File: config.mk
export PLATFORM = sky130hd
export DESIGN_NAME = move_sequencer
export DESIGN_NICKNAME = d
export VERILOG_FILES = /design/src/rtl/move_pkg.sv /design/src/rtl/input_debouncer.sv /design/src/rtl/move_sequencer.sv
export SDC_FILE = /design/constraint.sdc
export NUM_CORES = 1
export LEC_CHECK = 0
export CAP_MARGIN = 20
export CORE_ASPECT_RATIO = 1.2
export CORE_MARGIN = 2
export CORE_UTILIZATION = 53
export CTS_BUF_LIST = sky130_fd_sc_hd__clkbuf_4 sky130_fd_sc_hd__clkbuf_8 sky130_fd_sc_hd__clkbuf_16
export DETAILED_ROUTE_END_ITERATION = 12
export GPL_TIMING_DRIVEN = 0
export PLACE_DENSITY = 0.74
export SYNTH_ARGS = -nofsm -noshare
export SYNTH_HDL_FRONTEND = slang
export SYNTH_SLANG_ARGS = --single-unit
File: constraint.sdc
create_clock -name clock -period 2.2 [get_ports clock]
set_input_delay 0.44 -clock clock [delete_from_list [all_inputs] [get_ports clock]]
set_output_delay 0.44 -clock clock [all_outputs]
set_load 0.01 [all_outputs]
File: src/rtl/move_pkg.sv
// rtl/move_pkg.sv - shared types, codes and H-bridge patterns for the move sequencer
package move_pkg;

    typedef enum logic [1:0] {
        ST_IDLE = 2'b00,
        ST_DEAD = 2'b01,
        ST_MOVE = 2'b10,
        ST_STOP = 2'b11
    } state_e;

    typedef enum logic [1:0] {
        MODE_FWD   = 2'b00,
        MODE_REV   = 2'b01,
        MODE_PIV_L = 2'b10,
        MODE_PIV_R = 2'b11
    } mode_e;

    typedef enum logic [1:0] {
        CAUSE_NONE     = 2'b00,
        CAUSE_OBSTACLE = 2'b01,
        CAUSE_PROX     = 2'b10,
        CAUSE_CANCEL   = 2'b11
    } cause_e;

    localparam logic [3:0] HB_OFF   = 4'b0000;
    localparam logic [3:0] HB_FWD   = 4'b1010;
    localparam logic [3:0] HB_REV   = 4'b0101;
    localparam logic [3:0] HB_PIV_L = 4'b0110;
    localparam logic [3:0] HB_PIV_R = 4'b1001;

    // IN1..IN4 drive pattern for a manoeuvre code
    function automatic logic [3:0] drive_pattern(input mode_e m);
        logic [3:0] p;
        case (m)
            MODE_FWD:   p = HB_FWD;
            MODE_REV:   p = HB_REV;
            MODE_PIV_L: p = HB_PIV_L;
            MODE_PIV_R: p = HB_PIV_R;
            default:    p = HB_OFF;
        endcase
        return p;
    endfunction

    // Straight moves only care about the sensor facing the direction of travel;
    // pivots sweep both ends of the chassis so either sensor matters
    function automatic logic obstacle_relevant(input mode_e m, input logic front, input logic back);
        logic r;
        case (m)
            MODE_FWD: r = front;
            MODE_REV: r = back;
            default:  r = front | back;
        endcase
        return r;
    endfunction

endpackage

File: src/rtl/input_debouncer.sv
// rtl/input_debouncer.sv - two-flop synchroniser followed by a stability-count debouncer
module input_debouncer #(
    parameter int W     = 4,
    parameter int TICKS = 200_000
) (
    input  logic         clock,
    input  logic         reset_n,
    input  logic [W-1:0] din,
    output logic [W-1:0] dout
);

    localparam int             CNT_W    = $clog2(TICKS + 1);
    localparam logic [CNT_W-1:0] CNT_ONE  = CNT_W'(1);
    localparam logic [CNT_W-1:0] CNT_LAST = CNT_W'(TICKS);

    logic [W-1:0]     s1_q, s2_q, s3_q;
    logic [W-1:0]     deb_q, deb_d;
    logic [CNT_W-1:0] cnt_q, cnt_d;

    // A candidate value is accepted once it has been seen unchanged for TICKS+1
    // consecutive synced samples; any change of candidate restarts the count
    always_comb begin
        deb_d = deb_q;
        cnt_d = cnt_q;
        if (s2_q == deb_q) begin
            cnt_d = '0;
        end else if (s2_q != s3_q) begin
            cnt_d = CNT_ONE;
        end else if (cnt_q == CNT_LAST) begin
            deb_d = s2_q;
            cnt_d = '0;
        end else begin
            cnt_d = cnt_q + CNT_ONE;
        end
    end

    // Synchroniser stages, previous-sample stage and debounce state
    always_ff @(posedge clock or negedge reset_n) begin
        if (!reset_n) begin
            s1_q  <= '0;
            s2_q  <= '0;
            s3_q  <= '0;
            deb_q <= '0;
            cnt_q <= '0;
        end else begin
            s1_q  <= din;
            s2_q  <= s1_q;
            s3_q  <= s2_q;
            deb_q <= deb_d;
            cnt_q <= cnt_d;
        end
    end

    assign dout = deb_q;

endmodule

File: src/rtl/move_sequencer.sv
// rtl/move_sequencer.sv - timed H-bridge manoeuvre sequencer with dead-time and abort handling
module move_sequencer
    import move_pkg::*;
#(
    parameter int SENS_W         = 4,
    parameter int MOVE_TICKS     = 550_000_000,
    parameter int DEADTIME_TICKS = 10_000,
    parameter int DEBOUNCE_TICKS = 200_000
) (
    input  logic              clock,
    input  logic              reset_n,
    input  logic              can_move,
    input  logic [1:0]        mode,
    input  logic              sensor_ir_front,
    input  logic              sensor_ir_back,
    input  logic [SENS_W-1:0] sens_ip,
    output logic [3:0]        hbridge_in,
    output logic              is_moving,
    output logic              done,
    output logic              abort,
    output logic [1:0]        abort_cause
);

    localparam int MAX_TICKS = (MOVE_TICKS > DEADTIME_TICKS) ? MOVE_TICKS : DEADTIME_TICKS;
    localparam int CNT_W     = $clog2(MAX_TICKS + 1);
    localparam logic [CNT_W-1:0] CNT_ONE   = CNT_W'(1);
    localparam logic [CNT_W-1:0] DEAD_LAST = CNT_W'(DEADTIME_TICKS - 1);
    localparam logic [CNT_W-1:0] MOVE_LAST = CNT_W'(MOVE_TICKS - 1);

    logic              irf_s1_q, irf_s2_q;
    logic              irb_s1_q, irb_s2_q;
    logic              can_prev_q;
    logic [SENS_W-1:0] sens_deb;

    logic              start;
    logic              abort_now;
    cause_e            abort_cause_now;
    mode_e             mode_in;

    state_e            state_q;
    mode_e             mode_q;
    logic [CNT_W-1:0]  cnt_q;
    logic [3:0]        hb_q;
    logic              moving_q;
    logic              done_q;
    logic              abort_q;
    cause_e            cause_q;

    // IR synchronisers and the can_move history used for rising-edge detection;
    // the history resets high so a request already asserted at reset is not a start
    always_ff @(posedge clock or negedge reset_n) begin
        if (!reset_n) begin
            irf_s1_q   <= 1'b0;
            irf_s2_q   <= 1'b0;
            irb_s1_q   <= 1'b0;
            irb_s2_q   <= 1'b0;
            can_prev_q <= 1'b1;
        end else begin
            irf_s1_q   <= sensor_ir_front;
            irf_s2_q   <= irf_s1_q;
            irb_s1_q   <= sensor_ir_back;
            irb_s2_q   <= irb_s1_q;
            can_prev_q <= can_move;
        end
    end

    input_debouncer #(
        .W     (SENS_W),
        .TICKS (DEBOUNCE_TICKS)
    ) u_sens_debouncer (
        .clock   (clock),
        .reset_n (reset_n),
        .din     (sens_ip),
        .dout    (sens_deb)
    );

    assign mode_in = mode_e'(mode);
    assign start   = can_move & ~can_prev_q;

    // Abort arbitration for DEAD and MOVE: cancel beats obstacle beats proximity
    always_comb begin
        abort_now       = 1'b1;
        abort_cause_now = CAUSE_NONE;
        if (!can_move) begin
            abort_cause_now = CAUSE_CANCEL;
        end else if (obstacle_relevant(mode_q, irf_s2_q, irb_s2_q)) begin
            abort_cause_now = CAUSE_OBSTACLE;
        end else if (|sens_deb) begin
            abort_cause_now = CAUSE_PROX;
        end else begin
            abort_now = 1'b0;
        end
    end

    // Manoeuvre FSM; every output is a register updated alongside the state so
    // the H-bridge pattern always changes on the same edge as the state
    always_ff @(posedge clock or negedge reset_n) begin
        if (!reset_n) begin
            state_q  <= ST_IDLE;
            mode_q   <= MODE_FWD;
            cnt_q    <= '0;
            hb_q     <= HB_OFF;
            moving_q <= 1'b0;
            done_q   <= 1'b0;
            abort_q  <= 1'b0;
            cause_q  <= CAUSE_NONE;
        end else begin
            done_q  <= 1'b0;
            abort_q <= 1'b0;
            case (state_q)
                ST_IDLE: begin
                    hb_q     <= HB_OFF;
                    moving_q <= 1'b0;
                    if (start) begin
                        mode_q  <= mode_in;
                        cause_q <= CAUSE_NONE;
                        cnt_q   <= '0;
                        // A blocked start goes straight to STOP without ever driving
                        if (obstacle_relevant(mode_in, irf_s2_q, irb_s2_q)) begin
                            state_q <= ST_STOP;
                            abort_q <= 1'b1;
                            cause_q <= CAUSE_OBSTACLE;
                        end else begin
                            state_q <= ST_DEAD;
                        end
                    end
                end
                ST_DEAD, ST_MOVE: begin
                    if (abort_now) begin
                        // Abort takes priority over reaching the end of the count
                        state_q  <= ST_STOP;
                        cnt_q    <= '0;
                        hb_q     <= HB_OFF;
                        moving_q <= 1'b0;
                        abort_q  <= 1'b1;
                        cause_q  <= abort_cause_now;
                    end else if (state_q == ST_DEAD) begin
                        if (cnt_q == DEAD_LAST) begin
                            state_q  <= ST_MOVE;
                            cnt_q    <= '0;
                            hb_q     <= drive_pattern(mode_q);
                            moving_q <= 1'b1;
                        end else begin
                            cnt_q <= cnt_q + CNT_ONE;
                        end
                    end else begin
                        if (cnt_q == MOVE_LAST) begin
                            state_q  <= ST_STOP;
                            cnt_q    <= '0;
                            hb_q     <= HB_OFF;
                            moving_q <= 1'b0;
                            done_q   <= 1'b1;
                        end else begin
                            cnt_q <= cnt_q + CNT_ONE;
                        end
                    end
                end
                ST_STOP: begin
                    state_q  <= ST_IDLE;
                    cnt_q    <= '0;
                    hb_q     <= HB_OFF;
                    moving_q <= 1'b0;
                end
                default: begin
                    state_q  <= ST_IDLE;
                    cnt_q    <= '0;
                    hb_q     <= HB_OFF;
                    moving_q <= 1'b0;
                end
            endcase
        end
    end

    assign hbridge_in  = hb_q;
    assign is_moving   = moving_q;
    assign done        = done_q;
    assign abort       = abort_q;
    assign abort_cause = cause_q;

endmodule

==> results of run 1 <==
==> state kept, by name (all words and copies together) (netlist names), 4 cells and up <==
register,flops
cnt_q,30
u_sens_debouncer.dout,4
u_sens_debouncer.s3_q,4
u_sens_debouncer.s1_q,4
u_sens_debouncer.s2_q,4
hbridge_in,4
u_sens_debouncer.cnt_q,18
==> through the flow <==
stage	hold WS, ns	worst slack (ns)
after global routing	0.3625	-0.2381
after detailed placement	0.3347	-0.4316
after CTS	0.3530	-0.1055
final	0.3510	-0.1566
after global placement	0.3317	-2.158
after floorplan	0.1444	-0.03426
==> where the power goes <==
part | internal, mW | switching [mW] | leakage [nW] | total (mW)
clock network | 0.546 | 0.522 | 0.0925 | 1.07
registers | 1.60 | 0.0716 | 1.09 | 1.67
logic | 0.524 | 0.549 | 0.836 | 1.07
==> cell usage after synthesis, types with 4 or more instances <==
master | n | area, µm²
nand4_1 | 25 | 156.4
a21oi_1 | 4 | 20.02
ha_1 | 13 | 162.7
and2_1 | 8 | 50.05
and3_1 | 4 | 25.02
and4_1 | 4 | 35.03
nand2_1 | 23 | 86.33
nor4_1 | 6 | 37.54
nor3_1 | 7 | 35.03
nor2_1 | 66 | 247.7
o2bb2ai_1 | 5 | 43.79
xor2_1 | 40 | 350.3
inv_1 | 17 | 63.81
nand3_1 | 13 | 65.06
dfrtp_1 | 81 | 2027
xnor2_1 | 12 | 105.1
o21ai_0 | 6 | 30.03
mux2_2 | 7 | 78.83
clkbuf_1 | 6 | 22.52
==> critical path, cell delays in order, from the launching register on <==
cell and delay, ns:
dfrtp_1 0.42, ha_4 0.18, nand4b_1 0.17, or4_4 0.45
a2111o_1 0.45, a21oi_4 0.21, buf_6 0.17, clkbuf_16 0.14
nor2_1 0.04
==> worst paths after layout <==
path,to,slack [ns]
setup / recovery,cnt_q[19]$_DFFE_PN0P_,-0.16
hold / removal,u_sens_debouncer.s2_q[1]$_DFF_PN0_,0.35
setup reg to reg,cnt_q[19]$_DFFE_PN0P_,-0.16
hold reg to reg,u_sens_debouncer.s2_q[1]$_DFF_PN0_,0.35
max in group asynchronous,can_prev_q$_DFF_PN1_,1.03
min in group asynchronous,irb_s2_q$_DFF_PN0_,0.53
==> kinds of logic (layout without fill, tap and decap cells) <==
logic type	after synthesis	in the layout	share of synthesized area [%]
compound gates	33	33	6.045
xor+xnor	52	52	11.34
fa+ha+maj	13	13	4.051
buf+inv	28	73	3.147
flops	82	82	51.14
mux	7	7	1.963
simple gates	175	175	22.31
==> layout make-up <==
| type | instances | area share [%] |
|---|---|---|
| Timing Repair Buffer | 32 | 6.895 |
| Multi-Input combinational cell | 280 | 41.39 |
| Buffer | 9 | 1.529 |
| Tap cell | 90 | 2.333 |
| Clock inverter | 4 | 1.115 |
| Sequential cell | 82 | 42.54 |
| Inverter | 17 | 1.322 |
| Clock buffer | 11 | 2.877 |
==> routing by layer <==
layer | GRT usage (%) | vias up | part of all wire (%)
li1 | - | 1428 | -
met1 | 27.45 | 1423 | 45
met2 | 32.07 | 48 | 49
met3 | 3.900 | 16 | 3.3
met4 | 9.553 | 0 | 2.5
met5 | 0 | - | 0
==> timing repair <==
action / 4_1_cts / 5_1_grt
setup endpoints to repair: 36 / 48
hold buffers: 1 / 0
gates cloned: 1 / 1
pin swaps: 8 / 5
gates resized for setup: 22 / 24
setup buffers: 6 / 2
endpoints found under the hold margin: 9 / 0
==> summary.txt, run 1 <==
Synth
  – Sequential share of the synthesized area: between 50% and 60%
  – Synth Area per Inst: 10.30 µm²
  – Count of flip-flops with a built-in enable after synthesis: 0
  – Number of unique standard cell types used by synthesis: 50
  – Share of async-settable or async-resettable flops after synthesis: between 90% and 100%
  – Post-synthesis register bit count: 82
  – Yosys warnings: 0
  – Syn_nets: 414
  – Number of standard cells after synthesis: between 300 and 400
  – Ys flop type: dfrtp_1
  – Total standard cell area after synthesis: 4015 µm²

Layout
  – Most frequent cells in the layout: dfrtp_1, nor2_1, xor2_1
  – Fraction of final layout cells sized beyond drive strength 1: approximately 17%
  – Post-route design area: slightly below 5000 µm²
  – Number of antenna repair diodes: 0
  – Area Growth Syn to Fin: 20.22%
  – Non-filler instance count after layout: 525
  – Net count reported at finish: 455
  – Final core utilization: between 60% and 70%
  – Most common library cell in the layout ignoring fill and taps: dfrtp_1
  – Sequential cell area: 2053 µm²
  – Area of the multi-input gates: 1998 µm²
  – Filler cell count: about 600

Placed design
  – Placed Instances: 501
  – Detailed Place HPWL: 5195 µm
  – Post-place instance area: 4365 µm²
  – GPL Wtd Cong: 0.8991
  – Count of input and output buffers: 19

Pwr
  – Worst vdd ir: 0.5004 mV
  – Leakage power: roughly 2.0 nW
  – Pwr/cell area: 789.3 nW/µm²
  – Total power of the final layout: 3.810 mW

Routing
  – Routed wire length: 7906 µm
  – Total DRC errors in the routed layout: 0
  – Vias: around 3000
  – Iter 0 DRT Violations: 135
  – ANT nets after route: 0
  – Via density per instance: 5.552
  – 1st-pass router iterations: 5
  – Mean routed wirelength per cell: 15.06 µm

Flow run
  – Maxcap violations: 0

Global route
  – Via count of the first global-routing pass: between 2000 and 3000
  – First-pass GRT wire length: approximately 14000 µm
  – All-layer global routing usage: a little over 20%
  – Aggregate global routing overflow: 0
  – Initial antenna violation count: 0
  – Maximum number of pins on one net before global-route repair: 58

Worst setup path
  – Peak fanout along the critical path: 6
  – Launch point of the critical path: state_q[0]$_DFFE_PN0P_
  – Setup crit start kind: flip-flop
  – Type of the setup path with the least slack: flip-flop to flip-flop
  – R2r worst-path depth: 8
  – Arrival time of the worst setup path: approximately 2.6 ns
  – CP Capture Type: flip-flop
  – Required time of the critical path: 2.44 ns
  – Critical register-to-register path startpoint: state_q[0]$_DFFE_PN0P_

Run status
  – Violated checks: negative setup slack
  – Status: complete, but fails checks

Min path
  – Path category of the worst min-delay check: flip-flop to flip-flop
  – Critical hold path startpoint: u_sens_debouncer.s1_q[1]$_DFF_PN0_
  – Cells on Worst Hold Path: 0

Floorplanning
  – Die outline width: 83.46 µm
  – Area of the core: between 7000 and 8000 µm²
  – Starting Density: between 50 and 60%
  – Std-Cell Rows: 34
  – Ports: 20
  – Area enclosed by the die boundary: a little over 8000 µm²
  – Y dimension of the die: 99.35 µm

Timing
  – Final setup margin: -0.1566 ns
  – Final clock period utilization by the worst path: 107.1%
  – F_max: 424.3 MHz
  – Post-Route Skew: 0.01380 ns
  – Tightest slew margin relative to the limit: 62.51%
  – Least-Margin Pin Slew: 0.5546 ns
  – Final count of negative-setup-slack endpoints: 36
  – Total negative slack for setup checks: -4.230 ns
  – Final Hold Viols: 0
  – Min Tclk post-route: ~2.4 ns
  – Number of pins exceeding their max-slew limit in the final report: 0
  – Unrepaired setup endpoints after global routing: true

Clock network
  – CTS root buffer: clkbuf_8
  – Clock buffer count from CTS: 9
  – Number of clock sinks: 82
  – TritonCTS clock tree: built
  – Skew-Pair Late Insertion Delay: approximately 0.35 ns
  – H-tree lvl count: 3
  – Clock-pin slew on the worst setup and hold paths: 0.09 ns
  – Bufs on Longest Clock Path: 2
Power figures use the tool's default switching activity.
==> run 2, diff against run 1 <==
--- a/config.mk
+++ b/config.mk
@@ -15,4 +15,5 @@
 export PLACE_DENSITY = 0.74
 export SYNTH_ARGS = -nofsm -noshare
 export SYNTH_HDL_FRONTEND = slang
+export SYNTH_HIERARCHICAL = 1
 export SYNTH_SLANG_ARGS = --single-unit
==> run 2 against run 1 <==
  * The flow now finishes without violations
  * Die area is 3.8% higher
  * Clock-buffer cell count did not move
  * Combinational power down 22%
  * Maximum frequency grew 8.0%
  * Routed wire length rose by 9.9%
  * Largest power group unchanged
==> summary.txt, run 2 <==
Layout
  – Area Growth Syn to Fin: 16.87%
  – Post-route design area: 4880 µm² (+1.1%)
  – Most frequent cells in the layout: dfrtp_1, nor2_1, xor2_1
  – Fraction of final layout cells sized beyond drive strength 1: 15.56% (-0.99 points)
  – Number of antenna repair diodes: 0 (unchanged)
  – Filler cell count: 630 (+5.2%)
  – Largest register by flop count: cnt_q
  – Largest regs: cnt_q x30, u_sens_debouncer/cnt_q x18
  – Net count reported at finish: 458 (+0.66%)
  – Largest register FFs: 30 (unchanged)
  – Most common library cell in the layout ignoring fill and taps: dfrtp_1

Worst setup path
  – CP Capture Type: flip-flop
  – Critical register-to-register path startpoint: cnt_q[25]$_DFFE_PN0P_
  – Required time of the critical path: 2.44 ns (about the same)
  – R2r worst-path depth: 5 (-3)
  – Type of the setup path with the least slack: flip-flop to flip-flop
  – CP bufs+invs: 0 (-2)
  – Destination of the worst register-to-register timing path: state_q[0]$_DFFE_PN0P_
  – Worst path slowest cell: or4_4
  – Delay contributed by the slowest stage of the critical path: 0.56 ns (+0.11 ns)
  – Kind of cell with the highest combined delay on the critical path: simple AND/OR/NAND/NOR gates
  – Setup crit start kind: flip-flop
  – Peak fanout along the critical path: 7 (+1)
  – Worst reg-to-reg setup slack: 0.02 ns (+0.17 ns)
  – Arrival time of the worst setup path: 2.42 ns (-0.17 ns)
  – Crit-path cells: or4_4, nor3_4, o211ai_4, a21oi_4, mux2_4

Floorplanning
  – Area of the core: 7664 µm² (+4.7%)
  – Area enclosed by the die boundary: 8607 µm² (+3.8%)
  – Starting Density: 54.48% (-0.39 points)
  – Y dimension of the die: 101.2 µm (+1.9%)
  – Ports: 20 (unchanged)
  – Die outline width: 85.03 µm (+1.9%)
  – Std-Cell Rows: 35 (+2.9%)

Synth
  – Area leader, netlist: dfrtp_1
  – Synth Area per Inst: 10.52 µm² (+2.2%)
  – Share of the synthesized area in the top cell type: 48.55% (-1.9 points)
  – Sequential share of the synthesized area: 49.18% (-2.0 points)
  – Total standard cell area after synthesis: 4175 µm² (+4.0%)
  – Syn_nets: 421 (+1.7%)
  – Ys flop type: dfrtp_1
  – Most numerous cell types in the synthesized netlist: dfrtp_1, nor2_1, xor2_1
  – Number of unique standard cell types used by synthesis: 61 (+22%)
  – Number of standard cells after synthesis: 397 (+1.8%)
  – Yosys warnings: 6 (+6)
  – Post-synthesis register bit count: 82 (unchanged)
  – Count of flip-flops with a built-in enable after synthesis: 0 (unchanged)
  – Share of async-settable or async-resettable flops after synthesis: 100.0% (unchanged)
  – Library cell with the highest instance count after synthesis: dfrtp_1
  – Top cells by area in the synthesized netlist: dfrtp_1, xor2_1, ha_1

Routing
  – Total DRC errors in the routed layout: 0 (unchanged)
  – 1st-pass router iterations: 4 (-1)
  – Routed wire length: 8692 µm (+9.9%)
  – ANT nets after route: 0 (unchanged)
  – Mean routed wirelength per cell: 16.43 µm (+9.1%)
  – Vias: 3139 (+7.7%)
  – Via density per instance: 5.934 (+6.9%)
  – Iter 0 DRT Violations: 219 (+62%)

Pwr
  – Pwr/cell area: 756.2 nW/µm² (-4.2%)
  – Worst vdd ir: 0.5717 mV (+14%)
  – Leakage power: 2.016 nW (about the same)

Placed design
  – GPL Wtd Cong: 0.8736 (-2.8%)
  – Post-place instance area: 4506 µm² (+3.2%)
  – Detailed Place HPWL: 6034 µm (+16%)
  – Placement-stage worst setup slack: -0.5744 ns (-0.1427 ns)
  – Count of input and output buffers: 19 (unchanged)

Clock network
  – Skew-Pair Late Insertion Delay: 0.35 ns (about the same)
  – Clock-pin slew on the worst setup and hold paths: 0.08 ns (about the same)
  – TritonCTS clock tree: built
  – Bufs on Longest Clock Path: 2 (unchanged)
  – H-tree lvl count: 3 (unchanged)
  – Cts hold-fix bufs: 0 (-1)
  – Clock buffer count from CTS: 9 (unchanged)
  – CTS root buffer: clkbuf_8
  – Number of clock sinks: 82 (unchanged)

Timing
  – Min Tclk post-route: 2.182 ns (-0.1749 ns)
  – Least-Margin Pin Slew: 0.7181 ns (+0.1635 ns)
  – Number of pins exceeding their max-slew limit in the final report: 0 (unchanged)
  – Tightest slew margin relative to the limit: 51.68% (-11 points)
  – F_max: 458.4 MHz (+8.0%)
  – Final Hold Viols: 0 (unchanged)
  – Final setup margin: 0.01833 ns (+0.1749 ns)
  – Post-Route Skew: 0.005588 ns (-0.008210 ns)
  – Final clock period utilization by the worst path: 99.17% (-8.0 points)
  – Final count of negative-setup-slack endpoints: 0 (-100%)

Global route
  – First-pass GRT wire length: 14860 µm (+9.1%)
  – Via count of the first global-routing pass: 3163 (+8.2%)
  – Aggregate global routing overflow: 0 (unchanged)
  – All-layer global routing usage: 21.57% (+1.2 points)
  – Maximum number of pins on one net before global-route repair: 51 (-12%)
  – Initial antenna violation count: 0 (unchanged)

Run status
  – Status: complete, no violations

Min path
  – Path category of the worst min-delay check: input port to asynchronous set/reset pin

Flow run
  – Maxcap violations: 0 (unchanged)
-- run 2: report_power, final --
part / switching, mW / internal, mW
clock: 0.519 / 0.669
combinational: 0.472 / 0.365
sequential: 0.0704 / 1.59
-- run 2: worst max-delay path by stage --
stage | start | end | slack, ns | depth (start not counted)
final | cnt_q[25]$_DFFE_PN0P_ | state_q[0]$_DFFE_PN0P_ | 0.02 | 5
after global routing | cnt_q[25]$_DFFE_PN0P_ | state_q[0]$_DFFE_PN0P_ | -0.02 | 5
after CTS | state_q[1]$_DFFE_PN0P_ | state_q[0]$_DFFE_PN0P_ | 0.01 | 7
after detailed placement | can_move | cnt_q[29]$_DFFE_PN0P_ | -0.57 | 7
after global placement | reset_n | cnt_q[9]$_DFFE_PN0P_ | -2.20 | 1
after floorplan | cnt_q[11]$_DFFE_PN0P_ | state_q[0]$_DFFE_PN0P_ | 0.14 | 5
-- run 2: cell type report --
type / instances / area (µm²) / share of cell area [%]
plain buffers: 14 / 88.84 / 1.821
clock buffers: 11 / 145.1 / 2.974
clock inverters: 3 / 65.06 / 1.333
inverters: 13 / 48.80 / 1.000
multi-input cells: 288 / 2102 / 43.08
flip-flops and latches: 82 / 2054 / 42.10
well taps: 92 / 115.1 / 2.359
repair buffers: 26 / 260.3 / 5.333
-- run 2: through the flow --
step	instances	TNS [ns]	hold slack (ns)	power (mW)	util, %
6_report	529	0	0.02062	3.690	63.67
5_1_grt	529	-0.02177	0.05333	3.874	63.67
4_1_cts	526	0	0.02393	3.673	62.71
3_5_place_dp	509	-11.89	0.3363	2.437	58.79
3_3_place_gp	508	-190.05	0.3346	2.403	58.47
2_1_floorplan	397	0	0.1444	2.171	-
-- run 2: worst register-to-register path: stages (launching register included) --
cell and delay (ns):
dfrtp_1 0.43, or4_4 0.57, nor3_4 0.28, o211ai_4 0.15, a21oi_4 0.32, mux2_4 0.33
-- run 2: per-layer routing --
layer,global-route usage (%),wire length [µm]
met1,28.33,3846
met2,35.16,4382
met3,4.401,313
met4,8.913,150
met5,0,0
-- run 2: cells by family after synthesis --
group           synth area share, %
compound gates                7.971
xor+xnor                      9.020
fa+ha+maj                     3.896
buf+inv                       3.146
flops                         49.18
mux                           1.588
simple gates                  25.20
-- run 2: repair_timing --
item,in CTS,in global routing
pin swaps,2,3
endpoints found under the setup margin,34,26
resized for setup,13,10
setup buffers,3,3
